`src/rtl/fast_stopbit_splitter.sv`:
```
// FAST stop-bit field splitter: turns 64-bit raw byte beats into 7-bit-per-byte
// concatenated field values, up to sup_paths per cycle, tagging PMAP/TID fields.
module fast_stopbit_splitter #(
    parameter int unsigned beat_width      = 64,
    parameter int unsigned sup_paths       = 4,
    parameter int unsigned max_field_bytes = 10
) (
    input  logic                                  clk,
    input  logic                                  rst,
    input  logic                                  s_valid,
    output logic                                  s_ready,
    input  logic [beat_width-1:0]                 s_data,
    input  logic [3:0]                            s_bytes,
    input  logic                                  s_last,
    output logic [sup_paths*(beat_width+2)-1:0]   dins,
    output logic [sup_paths:0]                    field_valids,
    output logic [sup_paths-1:0]                  field_ovf,
    output logic                                  new_message,
    output logic                                  err_trunc
);

    localparam int unsigned NB   = beat_width / 8;
    localparam int unsigned CURW = $clog2(NB);
    localparam int unsigned CW   = $clog2(max_field_bytes + 2);
    localparam int unsigned SW   = beat_width + 2;
    localparam logic [CW-1:0] CNT_MAX = CW'(max_field_bytes);
    localparam logic [CW-1:0] CNT_SAT = CW'(max_field_bytes + 1);

    typedef enum logic [1:0] {
        IDX_PMAP = 2'd0,
        IDX_TID  = 2'd1,
        IDX_BODY = 2'd2
    } fidx_e;

    // Beat buffer
    logic                  buf_valid_q;
    logic [beat_width-1:0] buf_data_q;
    logic [3:0]            buf_bytes_q;
    logic                  buf_last_q;
    logic [CURW-1:0]       cur_q, cur_d;

    // Field assembly state, persistent across beats
    logic [beat_width-1:0] acc_q, acc_d;
    logic [CW-1:0]         cnt_q, cnt_d;
    fidx_e                 idx_q, idx_d;

    // Per-cycle scan results
    logic [beat_width-1:0] slot_val [sup_paths];
    logic [sup_paths-1:0]  slot_vld;
    logic [sup_paths-1:0]  slot_ovf;
    logic [sup_paths-1:0]  slot_pmap;
    logic [sup_paths-1:0]  slot_tid;
    logic                  consumed;
    logic                  msg_end;
    logic                  trunc;

    // Registered outputs
    logic [sup_paths*SW-1:0] dins_q, dins_d;
    logic [sup_paths:0]      fv_q, fv_d;
    logic [sup_paths-1:0]    ovf_q, ovf_d;
    logic                    nm_q, nm_d;
    logic                    trunc_q;

    // Byte walk: each byte is a sequential step so multiple fields can
    // complete in one cycle; the scan stops once every slot is used.
    always_comb begin
        int unsigned nd;
        int unsigned nxt;
        logic        stop;
        logic [7:0]  b;

        nd       = 0;
        nxt      = 0;
        stop     = 1'b0;
        b        = '0;
        acc_d    = acc_q;
        cnt_d    = cnt_q;
        idx_d    = idx_q;
        cur_d    = cur_q;
        slot_vld  = '0;
        slot_ovf  = '0;
        slot_pmap = '0;
        slot_tid  = '0;
        for (int unsigned k = 0; k < sup_paths; k++) begin
            slot_val[k] = '0;
        end

        for (int unsigned i = 0; i < NB; i++) begin
            if (buf_valid_q && !stop && i >= 32'(cur_q) && i < 32'(buf_bytes_q)) begin
                b     = buf_data_q[beat_width-1-8*i -: 8];
                acc_d = {acc_d[beat_width-8:0], b[6:0]};
                if (cnt_d != CNT_SAT) begin
                    cnt_d = cnt_d + 1'b1;
                end
                if (b[7]) begin
                    for (int unsigned k = 0; k < sup_paths; k++) begin
                        if (k == nd) begin
                            slot_vld[k]  = 1'b1;
                            slot_val[k]  = acc_d;
                            slot_ovf[k]  = (cnt_d > CNT_MAX);
                            slot_pmap[k] = (idx_d == IDX_PMAP);
                            slot_tid[k]  = (idx_d == IDX_TID);
                        end
                    end
                    case (idx_d)
                        IDX_PMAP: idx_d = IDX_TID;
                        default:  idx_d = IDX_BODY;
                    endcase
                    acc_d = '0;
                    cnt_d = '0;
                    nd    = nd + 1;
                    if (nd == sup_paths) begin
                        stop = 1'b1;
                        nxt  = i + 1;
                    end
                end
            end
        end

        consumed = buf_valid_q && !(stop && nxt < 32'(buf_bytes_q));
        if (buf_valid_q && !consumed) begin
            cur_d = CURW'(nxt);
        end

        msg_end = consumed && buf_last_q;
        trunc   = msg_end && (cnt_d != '0);
        if (msg_end) begin
            acc_d = '0;
            cnt_d = '0;
            idx_d = IDX_PMAP;
        end
    end

    always_comb begin
        dins_d = '0;
        for (int unsigned k = 0; k < sup_paths; k++) begin
            dins_d[k*SW +: SW] = {slot_pmap[k], slot_tid[k], slot_val[k]};
        end
        fv_d  = {msg_end, slot_vld};
        ovf_d = slot_ovf;
        nm_d  = |slot_tid;
    end

    assign s_ready = !rst && (!buf_valid_q || consumed);

    always_ff @(posedge clk or posedge rst) begin
        if (rst) begin
            buf_valid_q <= 1'b0;
            buf_data_q  <= '0;
            buf_bytes_q <= '0;
            buf_last_q  <= 1'b0;
            cur_q       <= '0;
        end else if (s_valid && s_ready) begin
            buf_valid_q <= 1'b1;
            buf_data_q  <= s_data;
            buf_bytes_q <= s_bytes;
            buf_last_q  <= s_last;
            cur_q       <= '0;
        end else if (consumed) begin
            buf_valid_q <= 1'b0;
            cur_q       <= '0;
        end else begin
            cur_q       <= cur_d;
        end
    end

    always_ff @(posedge clk or posedge rst) begin
        if (rst) begin
            acc_q   <= '0;
            cnt_q   <= '0;
            idx_q   <= IDX_PMAP;
            dins_q  <= '0;
            fv_q    <= '0;
            ovf_q   <= '0;
            nm_q    <= 1'b0;
            trunc_q <= 1'b0;
        end else begin
            acc_q   <= acc_d;
            cnt_q   <= cnt_d;
            idx_q   <= idx_d;
            dins_q  <= dins_d;
            fv_q    <= fv_d;
            ovf_q   <= ovf_d;
            nm_q    <= nm_d;
            trunc_q <= trunc;
        end
    end

    assign dins         = dins_q;
    assign field_valids = fv_q;
    assign field_ovf    = ovf_q;
    assign new_message  = nm_q;
    assign err_trunc    = trunc_q;

endmodule
```
`config.mk`:
```
export PLATFORM = sky130hd
export DESIGN_NAME = fast_stopbit_splitter
export DESIGN_NICKNAME = d
export VERILOG_FILES = /design/src/rtl/fast_stopbit_splitter.sv
export SDC_FILE = /design/constraint.sdc
export NUM_CORES = 1
export LEC_CHECK = 0
export ABC_AREA = 1
export CORE_ASPECT_RATIO = 1.25
export CORE_UTILIZATION = 23
export DETAILED_ROUTE_END_ITERATION = 12
export PLACE_DENSITY = 0.43
export SLEW_MARGIN = 20
export SYNTH_ARGS = -nofsm -noshare
export SYNTH_HDL_FRONTEND = slang
export SYNTH_SLANG_ARGS = --single-unit
```
`constraint.sdc`:
```
create_clock -name clk -period 42.6 [get_ports clk]
set_input_delay 8.52 -clock clk [delete_from_list [all_inputs] [get_ports clk]]
set_output_delay 8.52 -clock clk [all_outputs]
set_load 0.02 [all_outputs]
```
==> results by stage, run 1 <==
Run status:
- The run finished with clean final reports.

STA:
- Measured against its own limit, the worst slew margin works out to 0.224.
- Setup violations remaining at the end of the flow were counted as 0.
- The measured slew at the worst slew-check pin is 1.16 ns.
- Setup repair after global routing left no endpoint under its margin.
- The worst path setup slack after routing is 23.59 ns.
- The smallest clock period supported by the final layout is computed as 19.01 ns.
- The share of the clock period used by the worst path after layout is 0.446.
- The worst clock skew is 0.0363 ns.
- Derived from the worst setup path, the maximum achievable clock frequency is 52.6 MHz.
- The final-report max-slew violation count is 0.
- The hold violation count in the final report was 0.
- The final setup TNS is 0 ns.

CTS:
- The number of setup buffers added after CTS is 0.
- Clock-pin slew was measured on the worst setup and hold paths at 0.06 ns.
- For this design, the CTS-stage hold fixing added 0 buffers.
- The tree built by TritonCTS fans out to 411 sinks.
- In this run, CTS created clock tree buffers numbering 48.
- At the later pin of the worst-skew pair, clock insertion delay measures 0.65 ns.
- The H-tree was split into 2 levels.
- The buffer type at the clock tree root is sky130_fd_sc_hd__clkbuf_16.
- The buffer depth of the longest clock path is 3.
- The clock tree from TritonCTS is built.
- After clock tree synthesis, the repair step resized 0 gates.

Critical path:
- By startpoint and endpoint, the worst setup path is classified as flop to output pin.
- The critical-path cell with the highest stage delay is sky130_fd_sc_hd__nor2_2.
- STA puts the critical path data arrival time at 10.49 ns.
- The top fanout value on the critical path is 33.
- The most common cell type on the critical path is sky130_fd_sc_hd__nand2_2.
- The worst setup path is captured at an output pin.
- The worst path required time is 34.08 ns.
- The count of cells along the worst register-to-register path is 42.
- The startpoint kind of the worst setup timing path is a flop.
- The largest single stage delay on the critical path is 0.72 ns.

Detailed routing:
- For this run, the detailed router's first-pass iteration total came to 7.
- The routed via count is 37398.
- The wire length per cell after detailed routing is 26.1 um.
- The routed wire length is 176 mm.
- Once detail routing completed, the nets flagged for antenna violations numbered 0.
- For this block, the initial DRC count from the detailed router was 4521.
- The routed via count divided by cell count is 5.55.
- After detailed routing, the number of remaining DRC violations is 0.

Logic synthesis:
- The part of the Yosys area used for sequential elements is 0.315.
- The most common flop cell mapped by yosys is sky130_fd_sc_hd__dfrtp_1.
- The post-synthesis instance area is 32700 sq um.
- The total nets after synthesis is 4903.
- The number of enable flip-flop cells after synthesis is 0.
- The fraction of synthesis flops using an asynchronous set or reset pin is 1.00.
- The Yosys warning count is 0.
- Dividing the synthesized area by the synthesized cell count gives 6.81 sq um.
- Synthesis handed over a netlist of 4795 instances.
- The number of synthesized register bits is 411.
- The post-synthesis cell type count is 57.

Die:
- The number of I/O pins is 348.
- From bottom edge to top edge, the die measures 423 um.
- The floorplan die width is 339 um.
- The floorplan has 154 rows.
- The area of the core is 141000 sq um.
- The die area is 144000 sq um.
- The initial standard-cell utilization of the core is 0.232.

Global routing:
- The initial antenna violation count is 1.
- The first global-routing pass estimated 253 mm of wire.
- The via count of the first global-routing pass is 36217.
- Summed over all layers, the global routing overflow is 0.
- For this run, the total global-route usage over all layers was measured as 0.235.
- Entering global routing, the biggest net connects 149 pins.

Power and ir drop:
- The leakage power is 14.3 nW.
- The internal power is 0.00141 W.
- The switching fraction of total power is 0.570.
- Overall power consumption after layout is estimated at 0.00327 W.
- The net switching component of the power is 0.00187 W.
- The share of total power dissipated in combinational logic is 0.697.
- The share of power burned in the clock network is 0.133.
- The share of total power dissipated in sequential elements is 0.171.
- The worst voltage drop across the vdd grid is 0.0576 mV.
- Power spread over the standard cell area amounts to 84.1 nW/um^2.

Final layout:
- At the end of the flow the core is filled with cells to 0.276.
- From synthesis to final layout, the design area changed by 19.2%.
- The most common cell after layout, fill and taps aside is sky130_fd_sc_hd__nand2_1.
- The fraction of layout cells with a size suffix above 1 is 0.0563.
- The total number of nets in the final design is 4938.
- In the layout the commonest cells are sky130_fd_sc_hd__nand2_1, sky130_fd_sc_hd__inv_1, sky130_fd_sc_hd__o22ai_1.

Placed design:
- Summed over all nets, the half-perimeter wirelength after detailed placement is 122 mm.
- Prior to clock tree synthesis, the placed netlist has a worst setup slack of 23.99 ns.
- At the end of routability-driven placement, the weighted congestion stood at 0.925.
- The total of buffers placed on input and output ports is 347.

Hold path:
- The worst hold-check path type is flop to flop.
- The instance count along the most critical hold path is 2.

Job:
- The count of max-cap constraint violations is 0.
## power by group through the flow
| stage | registers [W] | clock network (W) | logic, W |
|---|---|---|---|
| final | 0.000558 | 0.000434 | 0.00228 |
| after global routing | 0.000569 | 0.000461 | 0.00245 |
| after CTS | 0.000562 | 0.000447 | 0.00225 |
| after detailed placement | 0.000568 | 0 | 0.00224 |
| after global placement | 0.000568 | 0 | 0.00225 |
| after floorplan | 0.000641 | 0 | 0.00132 |
## Yosys cell counts (35+ instances only)
| library cell | instances | area [sq um] |
|---|---|---|
| sky130_fd_sc_hd__a22oi_1 | 57 | 428 |
| sky130_fd_sc_hd__dfrtp_1 | 411 | 10300 |
| sky130_fd_sc_hd__nor2_1 | 444 | 1670 |
| sky130_fd_sc_hd__a21oi_1 | 234 | 1170 |
| sky130_fd_sc_hd__ha_1 | 36 | 450 |
| sky130_fd_sc_hd__o21ai_1 | 129 | 646 |
| sky130_fd_sc_hd__o22ai_1 | 479 | 3000 |
| sky130_fd_sc_hd__a211oi_1 | 300 | 2250 |
| sky130_fd_sc_hd__a21oi_2 | 35 | 307 |
| sky130_fd_sc_hd__o21ai_0 | 383 | 1920 |
| sky130_fd_sc_hd__nand2_1 | 813 | 3050 |
| sky130_fd_sc_hd__o221ai_1 | 120 | 1050 |
| sky130_fd_sc_hd__inv_1 | 567 | 2130 |
| sky130_fd_sc_hd__nand3_1 | 82 | 410 |
| sky130_fd_sc_hd__clkbuf_1 | 332 | 1250 |
| sky130_fd_sc_hd__o211ai_1 | 145 | 1090 |
## flip-flops by register name, summed over array words and instances, names as in the netlist
name          cells
buf_data_q       64
buf_bytes_q       4
cnt_q             4
idx_q             2
err_trunc         1
field_ovf         4
buf_last_q        1
dins            264
cur_q             3
new_message       1
acc_q            57
buf_valid_q       1
field_valids      5
## final cells by class
type	count	area, sq um
clock inverters	28	310
fillers	15528	102000
multi-input cells	3376	18500
well taps	1872	2340
clock buffers	61	1310
flip-flops and latches	411	10300
diodes	1	2.50
inverters	588	2240
repair buffers	405	3920
## through the flow
| stage | cells | hold slack, ns | cell area (sq um) |
|---|---|---|---|
| 6_report | 6742 | 0.557 | 38900 |
| 5_1_grt | 6741 | 0.569 | 38900 |
| 4_1_cts | 6741 | 0.558 | 38900 |
| 3_5_place_dp | 6652 | 0.541 | 37300 |
| 3_3_place_gp | 6652 | 0.538 | 37300 |
| 2_1_floorplan | 4795 | 0.481 | 32700 |
## worst max-delay path, delay by kind of cell, from the launching register on
family,cells,cell delay [ns]
XOR/XNOR,1,0.43
AND/OR/NAND/NOR,23,5.40
adder cells (fa/ha/maj),4,1.07
AO/OA/AOI/OAI,3,0.71
buffers and inverters,8,1.86
flip-flops,1,0.39
## path summary, 6_finish.rpt
kind | start | to | slack [ns]
max in group asynchronous | rst | dins[194] | 32.48
min in group asynchronous | rst | buf_last_q | 8.55
max reg2reg | cur_q[2] | buf_data_q[18] | 31.66
min | buf_data_q[39] | buf_data_q[39] | 0.56
min reg2reg | buf_data_q[39] | buf_data_q[39] | 0.56
max | cur_q[2] | s_ready | 23.59
## cells by family (layout without fill, tap and decap cells)
family | Yosys count | after routing | synth area share
compound gates | 1908 | 1908 | 0.369
simple gates | 1423 | 1423 | 0.176
buf+inv | 1008 | 1082 | 0.123
flops | 411 | 411 | 0.315
fa+ha+maj | 36 | 36 | 0.0138
xor+xnor | 8 | 8 | 0.00238
mux | 1 | 1 | 0.000345
other cells | 0 | 1 | 0
## per-layer routing
metal | vias up | global-route usage | part of all wire
met1 | 18095 | 0.289 | 0.39
met2 | 1945 | 0.398 | 0.48
met4 | 0 | 0.125 | 0.058
met5 | - | 0 | 0
li1 | 16931 | - | -
met3 | 427 | 0.0311 | 0.071
Power figures use the tool's default switching activity.
==> run 2: changes to the inputs <==
==> constraint.sdc (replaced) <==
create_clock -name clk -period 18.6 [get_ports clk]
set_input_delay 3.72 -clock clk [delete_from_list [all_inputs] [get_ports clk]]
set_output_delay 3.72 -clock clk [all_outputs]
set_load 0.02 [all_outputs]
==> run 2 against run 1 <==
Compared with the run above: via count is 0.13% lower; largest power group unchanged; largest cell class unchanged; worst hold slack worse by 0.0024 ns; count of clock-buffer cells in the layout stayed put.
==> results by stage, run 2 (synthesized netlist as in run 1, its figures left out) <==
Critical path:
- The path length in cells of the critical path is 43 (+10%).
- The top fanout value on the critical path is 59 (+79%).
- The largest incremental delay on the critical path is 0.71 ns (about the same).
- The data arrival time of the critical path is 10.66 ns (+0.17 ns).
- The count of buffer and inverter cells on the critical path is 12 (+4).
- The worst path required time is 14.88 ns (-19.20 ns).
- The startpoint kind of the worst setup timing path is a flop.
- In this design, the largest share of critical-path delay is due to simple AND/OR/NAND/NOR gates.
- The worst setup path is captured at an output pin.
- The count of cells along the worst register-to-register path came to 46 (+9.5%).
- The worst setup path is of the flop to output pin kind.
- The critical-path cell with the highest stage delay is sky130_fd_sc_hd__nor2_2.

Global routing:
- The via count of the first global-routing pass is 36263 (+0.13%).
- The residual overflow from global routing was 0 (unchanged).
- The initial antenna violation count is 0 (-1).
- The global-route wire length before repair is 250 mm (-1.2%).
- The overall global routing resource usage is 0.231 (-0.00399).
- The largest net degree at the start of global routing is 110 (-26%).

Final layout:
- The fill cell instance count of the final layout is 15675 (+0.95%).
- The area growth from synthesis to layout was 19.3% (about the same).
- The antenna diode instance count was 0 (-1).
- The top cell types in the final layout, fill and taps aside, are sky130_fd_sc_hd__nand2_1, sky130_fd_sc_hd__inv_1, sky130_fd_sc_hd__o22ai_1.
- The number of flip-flops under the largest register name is 264 (unchanged).
- The fraction of layout cells with a size suffix above 1 is 0.0563 (about the same).
- The area of all placed cells without fillers is 39000 sq um (about the same).
- The library cell used most frequently in the layout, excluding fill and tap cells, is sky130_fd_sc_hd__nand2_1.
- The total number of nets in the final design was 4940 (+0.041%).

Die:
- The number of I/O pins is 348 (unchanged).
- The die extent in y was 423 um (unchanged).
- The area of the core is 141000 sq um (unchanged).
- The row count is 154 (unchanged).
- The die area is 144000 sq um (unchanged).
- The floorplan die width is 339 um (unchanged).
- The initial standard-cell utilization of the core is 0.232 (unchanged).

STA:
- The worst clock skew is 0.0362 ns (-0.000100 ns).
- The final setup TNS is 0 ns (unchanged).
- The post-layout minimum cycle time is 14.38 ns.
- The hold violation count in the final report was 0 (unchanged).
- Of the available clock period, the critical path in the final layout requires 0.773.
- The measured slew at the worst slew-check pin is 1.17 ns (+0.00224 ns).
- The remaining max-slew budget at the tightest pin is 0.223 (-0.00149).
- The final hold slack is 0.555 ns (-0.00244 ns).
- Derived from the worst setup path, the maximum achievable clock frequency is 69.5 MHz.
- The number of failing setup endpoints in the final timing report is 0 (unchanged).
- Setup repair after global routing left no endpoint under its margin.
- The final-report max-slew violation count is 0 (unchanged).

Job:
- The count of max-cap constraint violations is 0 (unchanged).

CTS:
- The sink count of the clock tree is 411 (unchanged).
- The clock tree from TritonCTS is built.
- The setup fix buffers added after clock tree synthesis was 0 (unchanged).
- The H-tree level count is 2 (unchanged).
- The tree is rooted in a sky130_fd_sc_hd__clkbuf_16.
- The worst-skew pair later-pin latency is 0.68 ns (+0.03 ns).
- The clock-pin slew on the worst setup and hold paths is 0.06 ns (about the same).
- The total clock buffers created by CTS is 49 (+2.1%).
- The buffer depth of the longest clock path is 3 (unchanged).
- The number of buffers inserted for hold repair after clock tree synthesis is 0 (unchanged).
- The total of cells resized after clock tree synthesis was 0 (unchanged).

Detailed routing:
- The routed wire length came to 173 mm (-1.5%).
- The wire length per cell after detailed routing is 25.7 um (-1.5%).
- The first-pass iteration count of the detailed router was 6 (-1).
- The count of unresolved DRC violations after routing is 0 (unchanged).
- The routed via count divided by cell count is 5.54 (about the same).
- The routed via count is 37350 (-0.13%).
- The initial detailed-routing violation count is 4274 (-5.5%).
- The number of nets with antenna violations after routing is 0 (unchanged).

Placed design:
- The final weighted congestion in routability-driven placement is 0.935 (+1.1%).
- The area after detailed placement is 37300 sq um (about the same).
- The total half-perimeter wirelength after legalization and detailed placement is 122 mm (about the same).
- The total of buffers placed on input and output ports came to 347 (unchanged).

Run status:
- The flow ran to the end, and the final reports show no timing, DRC or antenna violations.

Power and ir drop:
- The total power density per cell area is 192 nW/um^2 (+130%).
- The leakage power is 14.3 nW (+0.31%).
- The worst voltage drop across the vdd grid was 0.122 mV (+110%).
- The total power is 0.00750 W (+130%).

Hold path:
- The instance count along the most critical hold path was 2 (unchanged).
- The path class of the tightest hold or removal check is flop to flop.
## run 2: changes by cell type in the layout (fill, tap and decap cells not counted)
cell | before | now
sky130_fd_sc_hd__buf_4 | 57 | 58
sky130_fd_sc_hd__clkbuf_1 | 7 | 6
sky130_fd_sc_hd__clkbuf_16 | 48 | 49
sky130_fd_sc_hd__clkinv_16 | 0 | 1
sky130_fd_sc_hd__clkinv_4 | 8 | 3
sky130_fd_sc_hd__clkinvlp_4 | 7 | 3
sky130_fd_sc_hd__diode_2 | 1 | 0
sky130_fd_sc_hd__inv_16 | 0 | 1
sky130_fd_sc_hd__inv_2 | 13 | 16
sky130_fd_sc_hd__inv_6 | 4 | 3
sky130_fd_sc_hd__inv_8 | 1 | 4
## run 2: worst paths after layout
| kind | startpoint | to | slack [ns] |
|---|---|---|---|
| max in group asynchronous | rst | dins[27] | 11.84 |
| setup reg to reg | cur_q[2] | buf_data_q[41] | 7.63 |
| min in group asynchronous | rst | buf_data_q[31] | 3.77 |
| setup / recovery | cur_q[2] | s_ready | 4.22 |
| hold reg to reg | buf_last_q | buf_last_q | 0.55 |
| hold / removal | buf_last_q | buf_last_q | 0.55 |
## run 2: worst min-delay path, delay by kind of cell, from the launching register on
kind            cells  cell delay, ns
flops               1            0.32
compound gates      1            0.12
buf+inv             1            0.07
## run 2: per-stage QoR
stage	utilization	setup WS [ns]	instances
2_1_floorplan	-	3.44	4795
6_report	0.277	4.22	6740
3_3_place_gp	0.265	5.07	6652
5_1_grt	0.277	3.55	6740
3_5_place_dp	0.265	4.98	6652
4_1_cts	0.277	4.23	6739
## run 2: where the power goes
| group | switching [W] | internal (W) | leakage, nW |
|---|---|---|---|
| combinational | 0.00371 | 0.00148 | 8.09 |
| sequential | 0.000116 | 0.00117 | 5.42 |
| clock | 0.000445 | 0.000572 | 0.810 |
## run 2: area by class of cell
class | count | area (sq um) | area share
Tap cell | 1872 | 2340 | 0.0601
Inverter | 588 | 2240 | 0.0574
Sequential cell | 411 | 10300 | 0.264
Timing Repair Buffer | 406 | 3930 | 0.101
Clock inverter | 26 | 327 | 0.00838
Multi-Input combinational cell | 3376 | 18500 | 0.475
Clock buffer | 61 | 1330 | 0.0342
## run 2: layer usage
metal / global-route usage / part of all wire / up-vias / wire length [um]
met5: 0 / 0 / - / 0
met4: 0.113 / 0.056 / 0 / 9690
met3: 0.0263 / 0.063 / 395 / 11000
met2: 0.395 / 0.48 / 1828 / 84000
met1: 0.287 / 0.40 / 18195 / 68500
li1: - / - / 16932 / -
